**src/rtl/audio_pkg.sv**
```systemverilog
// -----------------------------------------------------------------------------
// audio_pkg
// Shared definitions for the tone/envelope synthesiser stage:
//   - SAMPLE_W     : width of the signed audio sample
//   - HP_W         : width of a note half-period / tone counter
//   - hp_tab_t     : packed table of four half-periods, index 0 = leftmost button
//   - NOTE_HP      : default half-periods (clk cycles) for notes 0..3
//   - env_state_t  : envelope state encoding
//   - note_encode  : priority encoder, buttons[3] has the highest priority
// -----------------------------------------------------------------------------
package audio_pkg;

    localparam int SAMPLE_W = 16;
    localparam int HP_W     = 17;

    typedef logic [3:0][HP_W-1:0] hp_tab_t;

    // Index 0 is the rightmost element of the concatenation.
    localparam hp_tab_t NOTE_HP = {17'd45097, 17'd50621, 17'd60199, 17'd75844};

    typedef enum logic [1:0] {
        ST_IDLE    = 2'd0,
        ST_ATTACK  = 2'd1,
        ST_SUSTAIN = 2'd2,
        ST_RELEASE = 2'd3
    } env_state_t;

    // Priority encode the button columns into a note index.
    function automatic logic [1:0] note_encode(input logic [3:0] btn);
        logic [1:0] idx;
        if (btn[3]) begin
            idx = 2'd0;
        end else if (btn[2]) begin
            idx = 2'd1;
        end else if (btn[1]) begin
            idx = 2'd2;
        end else begin
            idx = 2'd3;
        end
        return idx;
    endfunction

endpackage

```
**src/rtl/tone_envelope_gen_if.sv**
```systemverilog
// -----------------------------------------------------------------------------
// tone_envelope_gen_if
// Groups the button/tick inputs and the sample outputs of tone_envelope_gen.
//   buttons       : synchronised column buttons, active high, [3] = leftmost
//   sample_tick   : one-clk strobe per output sample
//   audio_sample  : signed sample to the codec
//   sample_valid  : one-clk pulse, audio_sample updated this cycle
//   busy          : envelope is not idle
// master = stimulus side, slave = tone_envelope_gen.
// -----------------------------------------------------------------------------
interface tone_envelope_gen_if;
    import audio_pkg::*;

    logic [3:0]          buttons;
    logic                sample_tick;
    logic [SAMPLE_W-1:0] audio_sample;
    logic                sample_valid;
    logic                busy;

    modport master (
        output buttons,
        output sample_tick,
        input  audio_sample,
        input  sample_valid,
        input  busy
    );

    modport slave (
        input  buttons,
        input  sample_tick,
        output audio_sample,
        output sample_valid,
        output busy
    );

endinterface

```
**src/rtl/note_tone_osc.sv**
```systemverilog
// -----------------------------------------------------------------------------
// note_tone_osc
// Square-wave oscillator. The counter runs while i_run is high and wraps when
// it reaches the half-period of the selected note, toggling the tone, so one
// tone level lasts half_period+1 clk. A note change keeps the current count;
// the >= compare wraps at once if the count already exceeds the new period.
// Ports:
//   clk, reset_n : clock, asynchronous active-low reset
//   i_note       : note index 0..3
//   i_run        : oscillator enable; low forces counter=0 and tone=0
//   o_tone       : registered square-wave level
// -----------------------------------------------------------------------------
module note_tone_osc
    import audio_pkg::*;
#(
    parameter hp_tab_t HALF_PERIODS = NOTE_HP
) (
    input  logic       clk,
    input  logic       reset_n,
    input  logic [1:0] i_note,
    input  logic       i_run,
    output logic       o_tone
);

    logic [HP_W-1:0] r_cnt;
    logic            r_tone;
    logic [HP_W-1:0] w_hp;
    logic            w_wrap;

    assign w_hp   = HALF_PERIODS[i_note];
    assign w_wrap = (r_cnt >= w_hp);
    assign o_tone = r_tone;

    // Tone counter and square-wave level.
    always_ff @(posedge clk or negedge reset_n) begin
        if (!reset_n) begin
            r_cnt  <= {HP_W{1'b0}};
            r_tone <= 1'b0;
        end else if (!i_run) begin
            r_cnt  <= {HP_W{1'b0}};
            r_tone <= 1'b0;
        end else if (w_wrap) begin
            r_cnt  <= {HP_W{1'b0}};
            r_tone <= ~r_tone;
        end else begin
            r_cnt  <= r_cnt + {{(HP_W-1){1'b0}}, 1'b1};
            r_tone <= r_tone;
        end
    end

endmodule

```
**src/rtl/tone_envelope_gen.sv**
```systemverilog
// -----------------------------------------------------------------------------
// tone_envelope_gen
// Note synthesiser stage feeding the codec sample input. Buttons select a note
// (priority encoder), note_tone_osc produces the square tone, and a linear
// attack/sustain/release envelope scales it. One signed sample is produced per
// sample_tick, one clk after the tick.
// Ports:
//   clk          : system clock
//   reset_n      : asynchronous active-low reset
//   bus (slave)  : buttons, sample_tick in; audio_sample, sample_valid, busy out
// -----------------------------------------------------------------------------
module tone_envelope_gen
    import audio_pkg::*;
#(
    parameter logic [15:0] AMP_MAX      = 16'h4000,
    parameter logic [15:0] ATTACK_STEP  = 16'd64,
    parameter logic [15:0] RELEASE_STEP = 16'd32,
    parameter hp_tab_t     HALF_PERIODS = NOTE_HP
) (
    input  logic                clk,
    input  logic                reset_n,
    tone_envelope_gen_if.slave  bus
);

    env_state_t          r_state;
    env_state_t          w_state_next;
    logic [15:0]         r_amp;
    logic [15:0]         w_amp_next;
    logic [1:0]          r_note;
    logic                r_busy;
    logic [SAMPLE_W-1:0] r_sample;
    logic [SAMPLE_W-1:0] w_sample_next;
    logic                r_valid;

    logic                w_any;
    logic                w_tick;
    logic [1:0]          w_note_enc;
    logic                w_run;
    logic                w_tone;
    logic [16:0]         w_sum;
    logic                w_att_full;
    logic [15:0]         w_amp_att;
    logic                w_rel_empty;
    logic [15:0]         w_amp_rel;
    logic [15:0]         w_neg_amp;

    assign w_any      = |bus.buttons;
    assign w_tick     = bus.sample_tick;
    assign w_note_enc = note_encode(bus.buttons);
    assign w_run      = (r_state != ST_IDLE);

    // Attack sum is one bit wider so it cannot wrap before the clamp.
    assign w_sum       = {1'b0, r_amp} + {1'b0, ATTACK_STEP};
    assign w_att_full  = (w_sum >= {1'b0, AMP_MAX});
    assign w_amp_att   = w_att_full ? AMP_MAX : w_sum[15:0];
    assign w_rel_empty = (r_amp <= RELEASE_STEP);
    assign w_amp_rel   = w_rel_empty ? 16'd0 : (r_amp - RELEASE_STEP);
    assign w_neg_amp   = ~r_amp + 16'd1;

    assign bus.audio_sample = r_sample;
    assign bus.sample_valid = r_valid;
    assign bus.busy         = r_busy;

    note_tone_osc #(
        .HALF_PERIODS (HALF_PERIODS)
    ) u_osc (
        .clk     (clk),
        .reset_n (reset_n),
        .i_note  (r_note),
        .i_run   (w_run),
        .o_tone  (w_tone)
    );

    // Note register follows the encoder while a button is held, else holds.
    always_ff @(posedge clk or negedge reset_n) begin
        if (!reset_n) begin
            r_note <= 2'd0;
        end else if (w_any) begin
            r_note <= w_note_enc;
        end else begin
            r_note <= r_note;
        end
    end

    // Envelope next state and amplitude; the amp update uses the current state.
    always_comb begin
        w_state_next = r_state;
        w_amp_next   = r_amp;
        case (r_state)
            ST_IDLE: begin
                if (w_any) begin
                    w_state_next = ST_ATTACK;
                end else begin
                    w_state_next = ST_IDLE;
                end
            end
            ST_ATTACK: begin
                if (w_tick) begin
                    w_amp_next = w_amp_att;
                end else begin
                    w_amp_next = r_amp;
                end
                if (!w_any) begin
                    w_state_next = ST_RELEASE;
                end else if (w_tick && w_att_full) begin
                    w_state_next = ST_SUSTAIN;
                end else begin
                    w_state_next = ST_ATTACK;
                end
            end
            ST_SUSTAIN: begin
                if (!w_any) begin
                    w_state_next = ST_RELEASE;
                end else begin
                    w_state_next = ST_SUSTAIN;
                end
            end
            ST_RELEASE: begin
                if (w_tick) begin
                    w_amp_next = w_amp_rel;
                end else begin
                    w_amp_next = r_amp;
                end
                // Retrigger keeps the current amplitude.
                if (w_any) begin
                    w_state_next = ST_ATTACK;
                end else if (w_tick && w_rel_empty) begin
                    w_state_next = ST_IDLE;
                end else begin
                    w_state_next = ST_RELEASE;
                end
            end
            default: begin
                w_state_next = ST_IDLE;
                w_amp_next   = 16'd0;
            end
        endcase
    end

    // Envelope state, amplitude and busy flag registers.
    always_ff @(posedge clk or negedge reset_n) begin
        if (!reset_n) begin
            r_state <= ST_IDLE;
            r_amp   <= 16'd0;
            r_busy  <= 1'b0;
        end else begin
            r_state <= w_state_next;
            r_amp   <= w_amp_next;
            r_busy  <= (w_state_next != ST_IDLE);
        end
    end

    // Next sample from the pre-update amp and tone; holds between ticks.
    always_comb begin
        w_sample_next = r_sample;
        if (!w_tick) begin
            w_sample_next = r_sample;
        end else if (r_state == ST_IDLE) begin
            w_sample_next = {SAMPLE_W{1'b0}};
        end else if (w_tone) begin
            w_sample_next = r_amp;
        end else begin
            w_sample_next = w_neg_amp;
        end
    end

    // Output sample and valid strobe registers.
    always_ff @(posedge clk or negedge reset_n) begin
        if (!reset_n) begin
            r_sample <= {SAMPLE_W{1'b0}};
            r_valid  <= 1'b0;
        end else begin
            r_sample <= w_sample_next;
            r_valid  <= w_tick;
        end
    end

endmodule
```
**src/flat_wrapper.sv**
```systemverilog
// flat-port wrapper written by rule: the top's interface ports become plain ports
module tone_envelope_gen_flat import audio_pkg::*;
#(
    parameter logic [15:0] AMP_MAX      = 16'h4000,
    parameter logic [15:0] ATTACK_STEP  = 16'd64,
    parameter logic [15:0] RELEASE_STEP = 16'd32,
    parameter hp_tab_t     HALF_PERIODS = NOTE_HP
)
  (clk, reset_n, bus_buttons, bus_sample_tick, bus_audio_sample, bus_sample_valid, bus_busy);
  tone_envelope_gen_if bus_i ();
  input  logic clk;
  input  logic reset_n;
  input wire logic [$bits(bus_i.buttons)-1:0] bus_buttons;
  input wire logic [$bits(bus_i.sample_tick)-1:0] bus_sample_tick;
  output wire logic [$bits(bus_i.audio_sample)-1:0] bus_audio_sample;
  output wire logic [$bits(bus_i.sample_valid)-1:0] bus_sample_valid;
  output wire logic [$bits(bus_i.busy)-1:0] bus_busy;
  assign bus_i.buttons = bus_buttons;
  assign bus_i.sample_tick = bus_sample_tick;
  assign bus_audio_sample = bus_i.audio_sample;
  assign bus_sample_valid = bus_i.sample_valid;
  assign bus_busy = bus_i.busy;
  tone_envelope_gen #(.AMP_MAX(AMP_MAX), .ATTACK_STEP(ATTACK_STEP), .RELEASE_STEP(RELEASE_STEP), .HALF_PERIODS(HALF_PERIODS)) u_core (.clk(clk), .reset_n(reset_n), .bus(bus_i));
endmodule
```
**config.mk**
```make
export PLATFORM = sky130hd
export DESIGN_NAME = tone_envelope_gen_flat
export DESIGN_NICKNAME = d
export VERILOG_FILES = /design/src/rtl/audio_pkg.sv /design/src/rtl/tone_envelope_gen_if.sv /design/src/rtl/note_tone_osc.sv /design/src/rtl/tone_envelope_gen.sv /design/src/flat_wrapper.sv
export SDC_FILE = /design/constraint.sdc
export NUM_CORES = 1
export LEC_CHECK = 0
export ABC_AREA = 1
export BUFFER_PORTS_ARGS = -buffer_cell sky130_fd_sc_hd__buf_2
export CAP_MARGIN = 20
export CORE_MARGIN = 8
export CORE_UTILIZATION = 41
export DETAILED_ROUTE_END_ITERATION = 12
export PLACE_DENSITY = 0.6
export REMOVE_ABC_BUFFERS = 1
export SETUP_SLACK_MARGIN = 0.2
export SYNTH_ARGS = -nofsm -noshare
export SYNTH_HDL_FRONTEND = slang
export SYNTH_SLANG_ARGS = --single-unit
```
**constraint.sdc**
```tcl
create_clock -name clk -period 3.9 [get_ports clk]
set_input_delay 0.975 -clock clk [delete_from_list [all_inputs] [get_ports clk]]
set_output_delay 0.975 -clock clk [all_outputs]
set_load 0.05 [all_outputs]
```
Word level (Yosys, flattened, before mapping)
Cells that the tools add are included.

Bits in registers: 56.

Reduce and logical (&&, ||, !) cells: 8. Equal/unequal tests: 6. Mux-type cells: 23. Bitwise operators: 2. Order comparisons: 4. Add/subtract/negate cells: 4.

Operators by type and width (count): 16-bit two-way mux (6); 17-bit two-way mux (3); 17-bit binary-select mux with 2-bit select (1); 16-bit case mux with 2 select lines (1); 16-bit by 7-bit adder with 17-bit output, second input constant (1); 17-bit by 1-bit adder with 17-bit output, second input constant (1); 17-bit by 15-bit >= comparator with 1-bit output, second input constant (1); 17-bit >= comparator (1); 16-bit by 1-bit adder with 16-bit output, second input constant (1); 16-bit by 6-bit less-or-equal comparator with 1-bit output, second input constant (1); 16-bit inverter (1); 16-bit by 6-bit subtractor with 16-bit output, second input constant (1); 2-bit two-way mux (6); 2-bit case mux with 4 select lines (1); 2-bit nonzero test (3); 1-bit two-way mux (5); 2-bit == test, second input constant (2); 2-bit inequality test, second input constant (2); 4-bit OR reduction (1); 2-bit by 3-bit less-than comparator with 1-bit output, second input constant (1); 3-bit AND reduction (1); 2-bit by 1-bit == test with 1-bit output, second input constant (1); 1-bit logical AND (2); 2-bit zero test (1); 2 further kinds (2).

Depth between registers and ports, before layout
Gate-level depths: netlist of the first run.

Depth after elaboration: 7. Gate-level depth with buffers: 16. Gate-level depth less buffers: 15.

Modules after synthesis
A second synthesis of the first run with hierarchy kept.

Cells, all modules: 489. Area, all modules: 3574.7 um^2.

By module, submodules not included: tone_envelope_gen (cells each 266, area an instance 1949.4 um^2, times used 1); note_tone_osc (cells each 223, area an instance 1625.3 um^2, times used 1).

Worst setup path after synthesis of the first run
Ideal clock, no wire load.

Kind: register to register. From: reg u_core.r_note[1]. To: reg u_core.u_osc.r_cnt[10]. Required time: 3829 ps. Arrival: 1920 ps. Stages on the path, launching flop included: 13. Setup time: 71 ps. Buffers on the path: 1. Path slack: 1909 ps. Path through: dfrtp_1 > inv_1 > ha_1 > inv_1 > ha_1 > a21oi_1 > o21ai_0 > a21oi_2 > nand3_1 > nor2_2 > nand2_2 > buf_6 > nor2_1.

Longest elaborated chain between the ends: 5.

RTL lines: from (decl) (line tone_envelope_gen.sv:29) `logic [1:0] r_note;`; from (signal assigned) (line tone_envelope_gen.sv:79) `r_note <= w_note_enc;`; from (signal assigned) (line tone_envelope_gen.sv:81) `r_note <= r_note;`; 17-bit binary-select mux with 2-bit select (line note_tone_osc.sv:30) `assign w_hp = HALF_PERIODS[i_note];`; 17-bit two-way mux (implied by the code) (line note_tone_osc.sv:30); 17-bit >= comparator (line note_tone_osc.sv:31) `assign w_wrap = (r_cnt >= w_hp);`; 17-bit two-way mux (line note_tone_osc.sv:42) `end else if (w_wrap) begin`; 17-bit two-way mux (line note_tone_osc.sv:39) `end else if (!i_run) begin`; to (signal assigned) (line note_tone_osc.sv:40) `r_cnt <= {HP_W{1'b0}};`; to (signal assigned) (line note_tone_osc.sv:43) `r_cnt <= {HP_W{1'b0}};`; to (signal assigned) (line note_tone_osc.sv:46) `r_cnt <= r_cnt + {{(HP_W-1){1'b0}}, 1'b1};`; to (decl) (line note_tone_osc.sv:25) `logic [HP_W-1:0] r_cnt;`.

No other way between the ends. The select of a mux whose other input is x is not followed. A chain may end at the register's enable or synchronous reset.

Final worst setup path of the first run
From: reg u_core.r_note[1]. To: reg u_core.u_osc.r_cnt[5].

The elaborated chain is that of the path after synthesis.

==> impl_results.md, run 1 <==
* Status: complete, no violations
* CTS sink cnt at 47
* Hold Violations, Final at 0
* Cts-stage hold buffer count at 0
* RSZ-0062 raised after global routing: false
* N_diodes at 0
* Setup repair bufs after CTS at 0
* Worst Skew at 0.00510 ns
* RR Startpoint: u_core.r_note[1]
* Hold path start: u_core.u_osc.r_cnt[0]
* Die W at 107 um
* RD Place Congestion at 0.884
* CP Class: flop to flop
* GRT overflow at 0
* Drt drc at 0
* CP max-delay cell: dfrtp_1
* I/O pin count at 25
* Synth unique cells at 34
* Hold Crit Depth at 1
* Via count at 2821
* CP startpoint kind: flop
* Vias in the first global route at 2622
* Reg clk slew, reported paths at 0.09 ns
* Iter 0 DRT Violations at 146
* FF-to-FF path depth at 11
* CTS root buf: clkbuf_8
* Final setup vio count at 0
* Hold Path Sink: u_core.u_osc.r_cnt[0]
* Detail Route Antenna Nets at 0
* LEAKAGE at 1.81 nW
* Area Overhead vs Synth at 9.15%
* Setup TNS at 0 ns
* F_max at 436 MHz
* Maxcap violations at 0
* CTS resizes at 0
* Cells after synthesis at 445
* R2R setup slack at 1.61 ns
* Final Power at 2.33 mW
* Pre-antenna DRT Iters at 4
* Layout cell share with drive strength beyond 1 at 11.8%
* Seq cells post-synth at 47
* Worst skew pair latency at 0.30 ns
* Area post-placement at 3530 um^2
* Worst slew margin at 61.2%
* Buf/Inv on CP at 2
* Slew Viols, Final at 0
* Antenna violations before repair at 0
* Worst hold path class: flop to flop
* CP delay by family, top: simple AND/OR/NAND/NOR gates
* Core Rows at 33
* First-pass GRT wire length at 12900 um
* Core area at 8090 um^2
* Detailed Place HPWL at 5840 um
* CTS buffer count at 5
* Clk buf depth at 2
* Syn. warnings at 0
* Least-Margin Pin Slew at 0.582 ns
* Max rail drop VDD at 395 uV
* Vias/cell at 4.95
* Post-route cell area at 3670 um^2
* Tot GR Track Use at 13.8%
* Post-synthesis cell area at 3360 um^2
* Full die area at 11400 um^2
* TritonCTS clock tree: built
* Post-Route WL at 7530 um
* Port Buf Inserts at 24
* Starting density of the core at 41.6%
* Fillers at 864
* Crit path cell chain: inv_1 > ha_1 > inv_1 > ha_1 > a21oi_1 > o21ai_0 > a21oi_2 > nand3_1 > nor2_2 > nand2_2 > nor2_1
* Minimum clock period at 2.29 ns
* Final nets at 500
* Pwr dens at 635 nW/um^2
* H-tree depth at 2
* Req. time, crit path at 4.13 ns
* CP Depth at 11
* Reg2reg end: u_core.u_osc.r_cnt[5]
* Routed length per placed instance at 13.2 um
* Avg Cell Area, Syn at 7.56 um^2
* CP max FO at 16
* Die Ht at 107 um
* Largest net degree at the start of global routing at 48
* CP Data Arrival Time at 2.53 ns
* CP endpoint kind: flop
* Sequential area share after synthesis at 35.0%
* CP max stage delay at 0.41 ns
* Crit share post-route at 58.8%
through the flow:
stage	cells	hold slack [ns]	worst slack [ns]	utilization [%]
after floorplan	432	0.455	1.13	-
after global placement	561	0.486	1.56	43.6
after detailed placement	561	0.486	1.49	43.6
after CTS	569	0.497	1.62	45.0
after global routing	570	0.513	1.33	45.4
final	570	0.489	1.61	45.4
state kept, by name, summed over array words and instances (netlist names):
name / flops
u_core.u_osc.r_cnt: 17
u_core.bus.audio_sample: 12
u_core.r_amp: 11
u_core.r_note: 2
u_core.r_state: 2
u_core.bus.busy: 1
u_core.bus.sample_valid: 1
u_core.u_osc.o_tone: 1
synthesized netlist by cell type (all sizes together):
master / n / area [um^2]
nand3b: 1 / 7.51
xor2: 25 / 219
nand4: 8 / 50.1
a21o: 1 / 7.51
a21boi: 1 / 7.51
inv: 58 / 218
nor2: 60 / 255
o22ai: 6 / 37.5
clkbuf: 2 / 7.51
nor4: 1 / 6.26
o21ai: 23 / 119
xnor2: 7 / 61.3
ha: 29 / 363
o21a: 1 / 7.51
a21oi: 17 / 88.8
nand3: 33 / 198
dfrtp: 47 / 1180
nand2: 106 / 405
nor3: 7 / 40.0
o21bai: 1 / 7.51
buf: 11 / 81.3
how the worst max path moves through the flow:
stage / end / from
final: u_core.u_osc.r_cnt[5] / u_core.r_note[1]
after global routing: u_core.u_osc.r_cnt[3] / u_core.r_note[1]
after CTS: u_core.u_osc.r_cnt[3] / u_core.r_note[1]
after detailed placement: u_core.r_amp[7] / bus_sample_tick
after global placement: u_core.r_amp[14] / bus_sample_tick
after floorplan: bus_audio_sample[0] / u_core.bus.audio_sample[4]
metal layers:
metal,wire [um],up-vias,share of wire [%],global-route usage (%)
met3,260,6,3.5,2.46
met5,0,-,0,0
met2,3400,39,45,21.1
met4,95,0,1.3,4.22
li1,-,1453,-,-
met1,3780,1323,50,19.3
area by class of cell:
type                            instances  area [um^2]  share of cell area (%)
Timing Repair Buffer                   25          148                    4.02
Clock buffer                            6         82.6                    2.25
Clock inverter                          2         35.0                   0.954
Multi-Input combinational cell        327         1880                    51.2
Sequential cell                        47         1180                    32.0
Inverter                               58          218                    5.93
Tap cell                              105          131                    3.58
power by group:
part / total [mW] / switching (mW) / internal, mW
registers: 0.790 / 0.168 / 0.622
logic: 1.17 / 0.797 / 0.371
clock network: 0.374 / 0.166 / 0.208
worst register-to-register path, delay by kind of cell (launching register included):
family | cells | cell delay, ns
flops | 1 | 0.41
compound gates | 3 | 0.39
simple gates | 4 | 0.63
fa+ha+maj | 2 | 0.61
buf+inv | 2 | 0.18
logic make-up after synthesis:
kind of cell    Yosys count  synth area share (%)
compound gates           50                  8.18
xor+xnor                 32                  8.33
fa+ha+maj                29                  10.8
buf+inv                  71                  9.11
flops                    47                  35.0
simple gates            216                  28.6
cell usage in the layout (no fill, tap or decap), types with 4 or more instances in the layout:
master | synthesis | routed
nor2_1 | 52 | 52
nor2_2 | 6 | 6
inv_1 | 55 | 55
nand3_1 | 28 | 28
nor3_1 | 6 | 6
nand4_1 | 8 | 8
o22ai_1 | 6 | 6
dfrtp_1 | 47 | 47
a21oi_1 | 16 | 16
clkbuf_8 | 0 | 6
xnor2_1 | 7 | 7
o21ai_1 | 7 | 7
nand3_2 | 4 | 4
ha_1 | 29 | 29
o21ai_0 | 15 | 15
xor2_1 | 25 | 25
buf_2 | 2 | 24
nand2_1 | 103 | 103
Power figures use the tool's default switching activity.
==> inputs of run 2 (changes only) <==
==> constraint.sdc (replaced) <==
create_clock -name clk -period 2.3 [get_ports clk]
set_input_delay 0.575 -clock clk [delete_from_list [all_inputs] [get_ports clk]]
set_output_delay 0.575 -clock clk [all_outputs]
set_load 0.05 [all_outputs]
==> impl_results.md, run 2 (synthesis gave the netlist of run 1 again) <==
* Detailed Place HPWL at 5920 um (+1.4%)
* Detail Route Antenna Nets at 0 (unchanged)
* Area Overhead vs Synth at 19.7%
* Worst skew pair latency at 0.31 ns (about the same)
* First-pass GRT wire length at 13800 um (+7.3%)
* Core Rows at 33 (unchanged)
* CP endpoint kind: flop
* CTS sink cnt at 47 (unchanged)
* Antenna violations before repair at 0 (unchanged)
* Port Buf Inserts at 24 (unchanged)
* Pre-antenna DRT Iters at 4 (unchanged)
* Top reg by flops: u_core.u_osc.r_cnt
* Status: complete, no violations
* CTS buffer count at 5 (unchanged)
* Iter 0 DRT Violations at 175 (+20%)
* Setup TNS at 0 ns (unchanged)
* Maxcap violations at 0 (unchanged)
* Minimum clock period at 2.08 ns (-0.217 ns)
* Worst slack, placed at 0.0707 ns (-1.42 ns)
* Cts-stage hold buffer count at 0 (unchanged)
* Max FFs per register at 17 (unchanged)
* N_diodes at 0 (unchanged)
* CP Data Arrival Time at 2.32 ns (-0.21 ns)
* Worst hold path class: primary input to async pin
* Post-Route WL at 8200 um (+8.9%)
* Fillers at 825 (-4.5%)
* Req. time, crit path at 2.54 ns (-1.59 ns)
* Hold Violations, Final at 0 (unchanged)
* CP startpoint: u_core.r_note[0]
* CP Depth at 14 (+3)
* Die Ht at 107 um (unchanged)
* Grt met3 use at 2.40% (-0.060 points)
* Worst Skew at 0.00407 ns (-0.00102 ns)
* Routed length per placed instance at 14.2 um (+7.2%)
* Crit share post-route at 90.3% (+31 points)
* Slew Viols, Final at 0 (unchanged)
* CP max FO at 8 (-8)
* Area of the multi-input gates at 2160 um^2 (+15%)
* GRT overflow at 0 (unchanged)
* Worst slew margin at 54.1% (-7.1 points)
* RSZ-0062 raised after global routing: true
* GRT busiest layer: met2
* Area post-placement at 3540 um^2 (+0.43%)
* CP delay by family, top: simple AND/OR/NAND/NOR gates
* Met1 Usage GRT at 19.9% (+0.57 points)
* Reg clk slew, reported paths at 0.09 ns (about the same)
* Crit path cell chain: buf_4 > buf_4 > ha_2 > inv_4 > ha_4 > nand2_1 > nor2_1 > nand2_1 > nor3_2 > nand2_2 > inv_2 > nor2_4 > nand2_4 > nor2_1
* CTS root buf: clkbuf_8
* R2R setup slack at 0.22 ns (-1.38 ns)
* Final Util at 49.7% (+4.4 points)
* Drt drc at 0 (unchanged)
* RD Place Congestion at 0.883 (-0.10%)
* Tot GR Track Use at 15.0% (+1.2 points)
* Least-Margin Pin Slew at 0.688 ns (+0.106 ns)
* Vias/cell at 5.03 (+1.7%)
* I/O pin count at 25 (unchanged)
* Final nets at 509 (+1.8%)
* Pwr dens at 1050 nW/um^2 (+65%)
* Full die area at 11400 um^2 (unchanged)
* CP Class: flop to flop
* Final setup vio count at 0 (unchanged)
* Reg area at 1180 um^2 (unchanged)
* Commonest non-fill, non-tap cell in the layout: nand2_1
* Max rail drop VDD at 815 uV (+110%)
* Met2 usage at 23.9% (+2.8 points)
* CP max-delay cell: dfrtp_1
* Largest net degree at the start of global routing at 48 (unchanged)
* CP max stage delay at 0.40 ns (about the same)
* F_max at 482 MHz (+10%)
* Reg2reg end: u_core.u_osc.r_cnt[3]
* WHS at 0.345 ns (-0.144 ns)
* FF-to-FF path depth at 14 (+3)
* Vias in the first global route at 2863 (+9.2%)
* Starting density of the core at 41.6% (unchanged)
* Commonest cells after routing, fill and taps aside: nand2_1, inv_1, dfrtp_1
* CP startpoint kind: flop
* Buf/Inv on CP at 4 (+2)
* TritonCTS clock tree: built
* Clk buf depth at 2 (unchanged)
* Setup ws final at 0.224 ns (-1.38 ns)
* Die W at 107 um (unchanged)
* H-tree depth at 2 (unchanged)
* RR Startpoint: u_core.r_note[0]
* Via count at 2915 (+3.3%)
* Post-route cell area at 4030 um^2 (+9.6%)
* Layout cell share with drive strength beyond 1 at 22.8% (+11 points)
* Core area at 8090 um^2 (unchanged)
* LEAKAGE at 1.85 nW (+2.4%)
run 2: cell types whose count changed in the layout (fill, tap and decap cells not counted), moves of 5 or more:
cell     previous run  this run
nand2_1           103        98
nor2_1             52        42
ha_1               29        14
inv_2               3         8
ha_4                0        13
nor2_2              6        12
inv_1              55        47
buf_4               0         7
run 2: layer usage:
layer  vias up  share of wire (%)
met1      1358                 47
met4         0                1.8
li1       1479                  -
met3        13                4.8
met5         -                  0
met2        65                 46
run 2: metrics by stage:
step	std cells	total power, mW
6_report	579	4.22
5_1_grt	579	4.57
4_1_cts	577	4.16
3_5_place_dp	563	3.35
3_3_place_gp	563	3.34
2_1_floorplan	432	2.84
run 2: worst max path at each step:
stage                             end
3_5_place_dp   u_core.u_osc.r_cnt[15]
6_report        u_core.u_osc.r_cnt[3]
3_3_place_gp   u_core.u_osc.r_cnt[13]
2_1_floorplan     bus_audio_sample[0]
4_1_cts        u_core.u_osc.r_cnt[10]
5_1_grt         u_core.u_osc.r_cnt[0]
run 2: repair_timing:
| action | CTS | global route |
|---|---|---|
| hold endpoints to repair | 0 | 0 |
| endpoints found under the setup margin | 16 | 20 |
| pin swaps | 5 | 17 |
| gates resized for setup | 19 | 40 |
| setup buffers | 5 | 2 |
| gates cloned | 1 | 0 |
run 2: report_power, final:
part           internal [mW]  switching, mW  leakage [nW]
logic                  0.692           1.44          1.19
clock network          0.434          0.310        0.0644
registers               1.05          0.292         0.604
total                   2.18           2.04          1.85
run 2: cell type report:
cell class              instances  area share (%)
inverters                      58            5.66
multi-input cells             328            53.6
clock buffers                   5            1.71
flip-flops and latches         47            29.2
repair buffers                 33            4.85
well taps                     105            3.26
clock inverters                 3            1.68
run 2: worst register-to-register path, stage by stage, from the launching register on:
cell and delay (ns):
dfrtp_1 0.40, buf_4 0.14, buf_4 0.12, ha_2 0.19
inv_4 0.09, ha_4 0.20, nand2_1 0.07, nor2_1 0.04
nand2_1 0.09, nor3_2 0.05, nand2_2 0.09, inv_2 0.05
nor2_4 0.22, nand2_4 0.14, nor2_1 0.13
